==> src/rtl/acc_apb_sequencer.sv <==
// acc_apb_sequencer: APB master that runs one accelerator job:
// clock-gate on, A/X operand load, result readback, clock-gate off.
module acc_apb_sequencer #(
    parameter int APB_ADDR_WIDTH = 12,
    parameter int CNT_W          = 10,
    parameter int RD_STEP        = 1
) (
    input  logic                      HCLK,
    input  logic                      HRESETn,
    input  logic                      start,
    input  logic [CNT_W-1:0]          a_cnt,
    input  logic [CNT_W-1:0]          x_cnt,
    input  logic [CNT_W-1:0]          r_cnt,
    input  logic [APB_ADDR_WIDTH-1:0] r_base,
    input  logic [31:0]               in_data,
    input  logic                      in_valid,
    output logic                      in_ready,
    output logic [31:0]               out_data,
    output logic                      out_valid,
    input  logic                      out_ready,
    output logic                      busy,
    output logic                      done,
    output logic                      err,
    output logic [APB_ADDR_WIDTH-1:0] PADDR,
    output logic [31:0]               PWDATA,
    output logic                      PWRITE,
    output logic                      PSEL,
    output logic                      PENABLE,
    input  logic [31:0]               PRDATA,
    input  logic                      PREADY,
    input  logic                      PSLVERR
);

    localparam logic [APB_ADDR_WIDTH-1:0] ADDR_CG =
        APB_ADDR_WIDTH'(12'hFF0);
    localparam logic [APB_ADDR_WIDTH-1:0] ADDR_A =
        APB_ADDR_WIDTH'(12'hFF4);
    localparam logic [APB_ADDR_WIDTH-1:0] ADDR_X =
        APB_ADDR_WIDTH'(12'hFF8);
    localparam logic [CNT_W-1:0] ONE = CNT_W'(1);

    typedef enum logic [2:0] {
        S_IDLE,
        S_EN,
        S_LOAD_A,
        S_LOAD_X,
        S_READ,
        S_DIS,
        S_FIN
    } state_t;

    state_t state;
    state_t state_nxt;
    state_t after_en;
    state_t after_a;
    state_t after_x;

    logic                      acc;
    logic                      setup;
    logic                      xfer_done;
    logic                      slot_free;
    logic [CNT_W-1:0]          a_rem;
    logic [CNT_W-1:0]          x_rem;
    logic [CNT_W-1:0]          r_rem;
    logic [APB_ADDR_WIDTH-1:0] raddr;
    logic [31:0]               wdata_q;

    assign xfer_done = acc & PREADY;
    assign slot_free = ~out_valid | out_ready;
    assign busy      = (state != S_IDLE);
    assign done      = (state == S_FIN);

    // Next phase after each stage, skipping stages with no words.
    always_comb begin
        after_x  = (r_rem != '0) ? S_READ : S_DIS;
        after_a  = (x_rem != '0) ? S_LOAD_X : after_x;
        after_en = (a_rem != '0) ? S_LOAD_A : after_a;
    end

    // State register; reset aborts a job in flight.
    always_ff @(posedge HCLK or negedge HRESETn) begin
        if (!HRESETn) begin
            state <= S_IDLE;
        end else begin
            state <= state_nxt;
        end
    end

    // Next state: advance on completed transfers, bail to DIS on error.
    always_comb begin
        state_nxt = state;
        unique case (state)
            S_IDLE: begin
                if (start) state_nxt = S_EN;
            end
            S_EN: begin
                if (xfer_done)
                    state_nxt = PSLVERR ? S_DIS : after_en;
            end
            S_LOAD_A: begin
                if (xfer_done) begin
                    if (PSLVERR)         state_nxt = S_DIS;
                    else if (a_rem == ONE) state_nxt = after_a;
                end
            end
            S_LOAD_X: begin
                if (xfer_done) begin
                    if (PSLVERR)         state_nxt = S_DIS;
                    else if (x_rem == ONE) state_nxt = after_x;
                end
            end
            S_READ: begin
                if (xfer_done) begin
                    if (PSLVERR || r_rem == ONE) state_nxt = S_DIS;
                end
            end
            S_DIS: begin
                if (xfer_done) state_nxt = S_FIN;
            end
            S_FIN: begin
                state_nxt = S_IDLE;
            end
            default: begin
                state_nxt = S_IDLE;
            end
        endcase
    end

    // APB request: setup only when the word or result slot is ready.
    always_comb begin
        PSEL     = 1'b0;
        PENABLE  = 1'b0;
        PWRITE   = 1'b0;
        PADDR    = '0;
        PWDATA   = '0;
        in_ready = 1'b0;
        setup    = 1'b0;
        unique case (state)
            S_EN: begin
                setup   = ~acc;
                PSEL    = 1'b1;
                PENABLE = acc;
                PWRITE  = 1'b1;
                PADDR   = ADDR_CG;
                PWDATA  = 32'd1;
            end
            S_LOAD_A, S_LOAD_X: begin
                setup    = ~acc & in_valid;
                in_ready = setup;
                PSEL     = acc | in_valid;
                PENABLE  = acc;
                PWRITE   = 1'b1;
                PADDR    = (state == S_LOAD_A) ? ADDR_A : ADDR_X;
                PWDATA   = acc ? wdata_q : in_data;
            end
            S_READ: begin
                setup   = ~acc & slot_free;
                PSEL    = acc | slot_free;
                PENABLE = acc;
                PADDR   = raddr;
            end
            S_DIS: begin
                setup   = ~acc & slot_free;
                PSEL    = acc | slot_free;
                PENABLE = acc;
                PWRITE  = 1'b1;
                PADDR   = ADDR_CG;
            end
            default: begin
            end
        endcase
    end

    // Transfer phase, job counters, operand and result registers.
    always_ff @(posedge HCLK or negedge HRESETn) begin
        if (!HRESETn) begin
            acc       <= 1'b0;
            a_rem     <= '0;
            x_rem     <= '0;
            r_rem     <= '0;
            raddr     <= '0;
            wdata_q   <= '0;
            out_data  <= '0;
            out_valid <= 1'b0;
            err       <= 1'b0;
        end else begin
            if (setup) begin
                acc <= 1'b1;
            end else if (xfer_done) begin
                acc <= 1'b0;
            end
            if (state == S_IDLE && start) begin
                a_rem <= a_cnt;
                x_rem <= x_cnt;
                r_rem <= r_cnt;
                raddr <= r_base;
                err   <= 1'b0;
            end
            if (in_ready) begin
                wdata_q <= in_data;
            end
            if (out_valid && out_ready) begin
                out_valid <= 1'b0;
            end
            if (xfer_done) begin
                if (PSLVERR) err <= 1'b1;
                case (state)
                    S_LOAD_A: a_rem <= a_rem - ONE;
                    S_LOAD_X: x_rem <= x_rem - ONE;
                    S_READ: begin
                        r_rem <= r_rem - ONE;
                        raddr <= raddr + APB_ADDR_WIDTH'(RD_STEP);
                        if (!PSLVERR) begin
                            out_data  <= PRDATA;
                            out_valid <= 1'b1;
                        end
                    end
                    default: begin
                    end
                endcase
            end
        end
    end

endmodule

==> config.mk <==
export PLATFORM = sky130hd
export DESIGN_NAME = acc_apb_sequencer
export DESIGN_NICKNAME = d
export VERILOG_FILES = /design/src/rtl/acc_apb_sequencer.sv
export SDC_FILE = /design/constraint.sdc
export NUM_CORES = 1
export LEC_CHECK = 0
export BUFFER_PORTS_ARGS = -buffer_cell sky130_fd_sc_hd__buf_2
export CAP_MARGIN = 25
export CORE_MARGIN = 4
export CORE_UTILIZATION = 53
export CTS_BUF_LIST = sky130_fd_sc_hd__clkbuf_4 sky130_fd_sc_hd__clkbuf_8
export DETAILED_ROUTE_END_ITERATION = 10
export HOLD_SLACK_MARGIN = 0.15
export MAX_ROUTING_LAYER = met4
export PLACE_DENSITY_LB_ADDON = 0.2
export SLEW_MARGIN = 30
export SYNTH_ARGS = -nofsm -noshare
export SYNTH_HDL_FRONTEND = slang
export SYNTH_SLANG_ARGS = --single-unit
==> constraint.sdc <==
create_clock -name HCLK -period 2.48 [get_ports HCLK]
set_input_delay 0.496 -clock HCLK [delete_from_list [all_inputs] [get_ports HCLK]]
set_output_delay 0.496 -clock HCLK [all_outputs]
set_load 0.01 [all_outputs]
==> results of run 1 <==
==> worst register-to-register path, cell delays in order, from the launching register on <==
cell	delay, ps
dfrtp_2	510
buf_4	180
nor3_1	330
nand2_1	320
nand2_1	260
buf_4	210
a21oi_1	90
a311oi_1	260
==> cell usage in the layout (no fill, tap or decap), types with 12 or more instances in the layout <==
master / count
inv_1: 23
a311oi_1: 12
nor3_1: 13
buf_2: 195
nand3_1: 12
mux2i_1: 32
o21ai_0: 25
nand2_1: 134
mux2_2: 32
nor2b_1: 33
a21oi_1: 38
nor2_1: 50
buf_4: 18
dfrtp_1: 108
==> stage by stage <==
stage | setup slack, ps | hold WS (ps) | total power [W] | cells
after floorplan | 90.5 | 200 | 0.00600 | 668
after global placement | 317 | 452 | 0.00726 | 984
after detailed placement | 204 | 463 | 0.00743 | 984
after CTS | 18.5 | 277 | 0.00874 | 1001
after global routing | -11.7 | 283 | 0.00943 | 1003
final | 110 | 299 | 0.00874 | 1003
==> flip-flops by register name (all words and copies together), names as in the netlist, 3 cells and up <==
register,count
out_data,32
wdata_q,32
a_rem,10
x_rem,10
r_rem,10
raddr,12
state,3
==> layer usage <==
metal | GRT usage | vias to the layer above | share of wire
met5 | - | - | 0
met4 | 0.0853 | 0 | 0.018
met3 | 0.0732 | 22 | 0.079
met2 | 0.419 | 231 | 0.48
met1 | 0.340 | 2691 | 0.42
li1 | - | 2715 | -
==> worst paths after layout <==
kind                       depth (start not counted)          end
min in group asynchronous                          2     x_rem[9]
min reg2reg                                        2  wdata_q[14]
min                                                3  wdata_q[25]
max in group asynchronous                          3     raddr[3]
max                                                5     PADDR[9]
max reg2reg                                        7     r_rem[6]
==> area by class of cell <==
class                   count  share of cell area
multi-input cells         495               0.408
diodes                      1            0.000332
flip-flops and latches    112               0.373
clock inverters             6              0.0129
clock buffers              10              0.0174
repair buffers            216               0.154
well taps                 140              0.0232
inverters                  23              0.0115
==> power by group <==
part	switching (W)	leakage (nW)	internal, W
Clock	0.000674	0.117	0.000599
Combinational	0.00223	2.35	0.00183
Sequential	0.000740	1.35	0.00267
==> kinds of logic (layout without fill, tap and decap cells) <==
family / count (synthesis) / count (layout) / synth area share
other: 0 / 1 / 0
muxes: 65 / 65 / 0.113
adders and majority gates: 11 / 11 / 0.0225
buffers and inverters: 61 / 255 / 0.0417
AOI/OAI and AO/OA: 132 / 132 / 0.143
DFF: 112 / 112 / 0.458
and+or+nand+nor: 287 / 287 / 0.221
==> timing repair <==
action                                 CTS  global route
endpoints found under the hold margin   34             0
hold buffers                             1             0
resized for setup                        2             5
setup endpoints to repair                9            15
setup buffers                            0             1
==> results.yml, run 1 <==
run_status:
  status: "complete, no violations"
worst_hold_path:
  hp-start: "in_data[25]"
  min_path_type: "input port to flop"
timing:
  skew_ps: 10.7
  tightest_slew_ps: 700
  fmax_ghz: 0.422
  final.period_utilization: 0.956
  setup-tns-final_ps: 0
  final_max_slew_viol_count: 0
  setup_viol: 0
  timing.slew.headroom: 0.532
  hold_viol_final: 0
  period_needed_ps: 2370
route:
  vias_per_cell: 5.64
  drc_errors: 0
  routed_wirelength_um: 17000
  dr_total_vias: 5659
  wl_per_cell_um: 16.9
  first_iter_violations: 507
  ant_nets: 0
  firstDrtPassIters: 5
die:
  pin_count: 197
  die_h_um: 115
  start_util: 0.552
  core_um2: 11100
  fp-row-count: 38
  dieWidth_um: 115
  die_area_um2: 13300
critical_path:
  endpoint_kind: "primary output"
  startpoint_type: "flop"
  cp_max_fo: 9
  r2r_slack_ps: 220
  required_ps: 1980
  timing.critical_path.buf_inv: 2
  critPathMaxStageDelay_ps: 440
  path_class: "flop to primary output"
  cp_slowest_cell: "dfrtp_2"
  rr_startpoint: "state[1]"
  cp.arrival_ps: 1870
  worst_path_dominant_cell_family: "flip-flops"
  crit_chain: "inv_1 > ha_4 > or2_2 > a21o_1 > buf_2"
  crit_path_start: "state[2]"
yosys:
  yosysSeqAreaShare: 0.458
  dominantRegCellSynth: "dfrtp_1"
  ys_ff_latch: 112
  yosysMostFrequentCell: "nand2_1"
  ys_warn_count: 0
  syn_area_um2: 6110
  synth.distinct_cells: 64
  synth_top_area_cell: "dfrtp_1"
  synth_edf_count: 0
  avgSynthCellArea_um2: 9.15
  synth_top_area_frac: 0.458
  synth-async-reset-ratio: 1.00
  synthTopCellsByCount: "nand2_1, dfrtp_1, nor2_1"
  synth_area_leaders: "dfrtp_1, nand2_1, mux2_2"
  netlist_instances: 668
  syn-num-nets: 792
clock_tree:
  cts-root-buf: "clkbuf_8"
  cts-buffers-inserted: 9
  insertion_delay_ps: 390
  cts_buffer_depth: 2
  cts.sinks: 112
  htreeDepth: 3
  cts_tree: "yes"
  cts.clk_slew.worst_paths_ps: 110
run:
  cap_violations: 0
place:
  port_buffers: 196
  place_area_um2: 7270
  hpwl_um: 12500
  place_congestion: 0.940
layout:
  final-seq-area_um2: 2810
  nNetsFinal: 981
  design_area_um2: 7540
  fillers: 909
  multi_input_area_um2: 3080
  drive_gt1_frac: 0.333
  synthToLayoutAreaGrowth_pct: 23.3
  final_util: 0.680
grt:
  globalRouteOverflowTotal: 0
  grt_pass1_wl_um: 27600
  grt_max_degree: 47
  antenna_found_initial: 1
  grt_pass1_vias: 5667
  track_usage: 0.268
power_and_ir_drop:
  p_leak_nw: 3.82
  ir_drop_uv: 735
  power.density_nw_per_um2: 1160
No activity file was read; power rests on OpenSTA's default activity.
==> run 2: changes to the inputs <==
--- a/config.mk
+++ b/config.mk
@@ -11,6 +11,7 @@
 export CORE_UTILIZATION = 53
 export CTS_BUF_LIST = sky130_fd_sc_hd__clkbuf_4 sky130_fd_sc_hd__clkbuf_8
 export DETAILED_ROUTE_END_ITERATION = 10
+export GPL_TIMING_DRIVEN = 0
 export HOLD_SLACK_MARGIN = 0.15
 export MAX_ROUTING_LAYER = met4
 export PLACE_DENSITY_LB_ADDON = 0.2
==> results.yml, run 2 (synthesis results as in run 1) <==
route:
  routed_wirelength_um: 17600
  drc_errors: 0
  ant_nets: 0
  dr_total_vias: 5768
  firstDrtPassIters: 5
  first_iter_violations: 475
  wl_per_cell_um: 17.1
  vias_per_cell: 5.62
run:
  cap_violations: 0
clock_tree:
  cts.sinks: 112
  insertion_delay_ps: 390
  cts.clk_slew.worst_paths_ps: 110
  htreeDepth: 3
  cts_tree: "yes"
  cts-root-buf: "clkbuf_8"
  cts_buffer_depth: 2
  cts-buffers-inserted: 9
grt:
  globalRouteOverflowTotal: 0
  grt_pass1_vias: 5883
  grt_max_degree: 58
  grt_pass1_wl_um: 28400
  antenna_found_initial: 2
  track_usage: 0.278
layout:
  design_area_um2: 7630
  drive_gt1_frac: 0.335
  synthToLayoutAreaGrowth_pct: 24.8
  reg.largest.list: "out_data (32), wdata_q (32), raddr (12)"
  final-seq-area_um2: 2810
  nNetsFinal: 1003
  layout_common_cells: "buf_2, nand2_1, dfrtp_1"
  fillers: 883
  final_common_cell: "buf_2"
  multi_input_area_um2: 3100
power_and_ir_drop:
  switching_share: 0.426
  power.switching_w: 0.00371
  combPwrFrac: 0.490
  power_frac_seq: 0.383
  p_leak_nw: 3.86
  clockPowerShare: 0.128
  p_int_w: 0.00500
  ir_drop_uv: 660
  power.density_nw_per_um2: 1140
  total_power_w: 0.00871
worst_hold_path:
  min_path_type: "input port to flop"
  hp-start: "in_data[12]"
critical_path:
  crit_path_start: "state[0]"
  critPathMaxStageDelay_ps: 440
  crit_chain: "clkbuf_4 > inv_1 > nor2_2 > or2_2 > a21o_1 > buf_2"
  cp.arrival_ps: 1940
  cp_max_fo: 10
  required_ps: 1980
  rr_startpoint: "state[1]"
  startpoint_type: "flop"
  path_class: "flop to primary output"
  cp_slowest_cell: "dfrtp_1"
  endpoint_kind: "primary output"
die:
  fp-row-count: 38
  start_util: 0.552
  die_h_um: 115
  die_area_um2: 13300
  dieWidth_um: 115
  pin_count: 197
  core_um2: 11100
timing:
  final_max_slew_viol_count: 0
  fmax_ghz: 0.410
  period_needed_ps: 2440
  fin_hold_ws_ps: 302
  final.period_utilization: 0.984
  setup-tns-final_ps: 0
  skew_ps: 8.77
  hold_viol_final: 0
  timing.slew.headroom: 0.589
  setup_viol: 0
  tightest_slew_ps: 617
  rsz0062_at_grt: "true"
place:
  place_area_um2: 7300
  hpwl_um: 13200
  place_congestion: 0.930
  port_buffers: 195
run_status:
  status: "complete, no violations"
==> run 2: per-layer routing <==
metal  vias up  global-route usage  wire, µm
li1       2764                   -         -
met2       243               0.439      8500
met3        33              0.0684      1500
met4         0              0.0884       355
met5         -                   -         0
met1      2728               0.355      7200
==> run 2: final cells by class <==
type / count / share of cell area
sequential: 112 / 0.368
antenna: 2 / 0.000656
tap: 140 / 0.0230
clock buffer: 11 / 0.0198
timing repair buffer: 205 / 0.142
inverter: 23 / 0.0116
buffer: 33 / 0.0231
multi-input combinational: 495 / 0.406
clock inverter: 5 / 0.00590
==> run 2: critical path: cells and delay by family (launching register included) <==
family,cells,cell delay [ps]
and+or+nand+nor,2,450
AOI/OAI and AO/OA,1,190
buffers and inverters,3,480
DFF,1,440
==> run 2: power groups by stage <==
stage,registers (W),logic [W],clock network (W)
final,0.00333,0.00427,0.00111
after global routing,0.00344,0.00475,0.00121
after CTS,0.00330,0.00420,0.00115
after detailed placement,0.00333,0.00415,0
after global placement,0.00329,0.00401,0
after floorplan,0.00331,0.00269,0
==> run 2: repair_timing <==
item	CTS	global route
gates resized for setup	19	16
endpoints found under the setup margin	112	70
setup buffers	4	4
hold endpoints to repair	56	0
hold buffers	1	0
pin swaps	0	0
==> run 2: per-stage QoR <==
step,std cells,setup slack [ps],utilization
4_1_cts,1020,3.92,0.683
3_3_place_gp,1003,-549,0.656
5_1_grt,1026,-72.8,0.689
3_5_place_dp,1004,-560,0.659
6_report,1026,40.5,0.689
2_1_floorplan,668,90.5,-
==> run 2: worst paths after layout <==
| kind | end | slack [ps] | cells past startpoint |
|---|---|---|---|
| worst max register to register | a_rem[8] | 160 | 7 |
| worst min register to register | wdata_q[0] | 490 | 2 |
| min in group asynchronous | x_rem[8] | 610 | 2 |
| worst min-delay path | wdata_q[12] | 300 | 3 |
| max in group asynchronous | wdata_q[20] | 1250 | 3 |
| worst max-delay path | PADDR[4] | 40 | 6 |
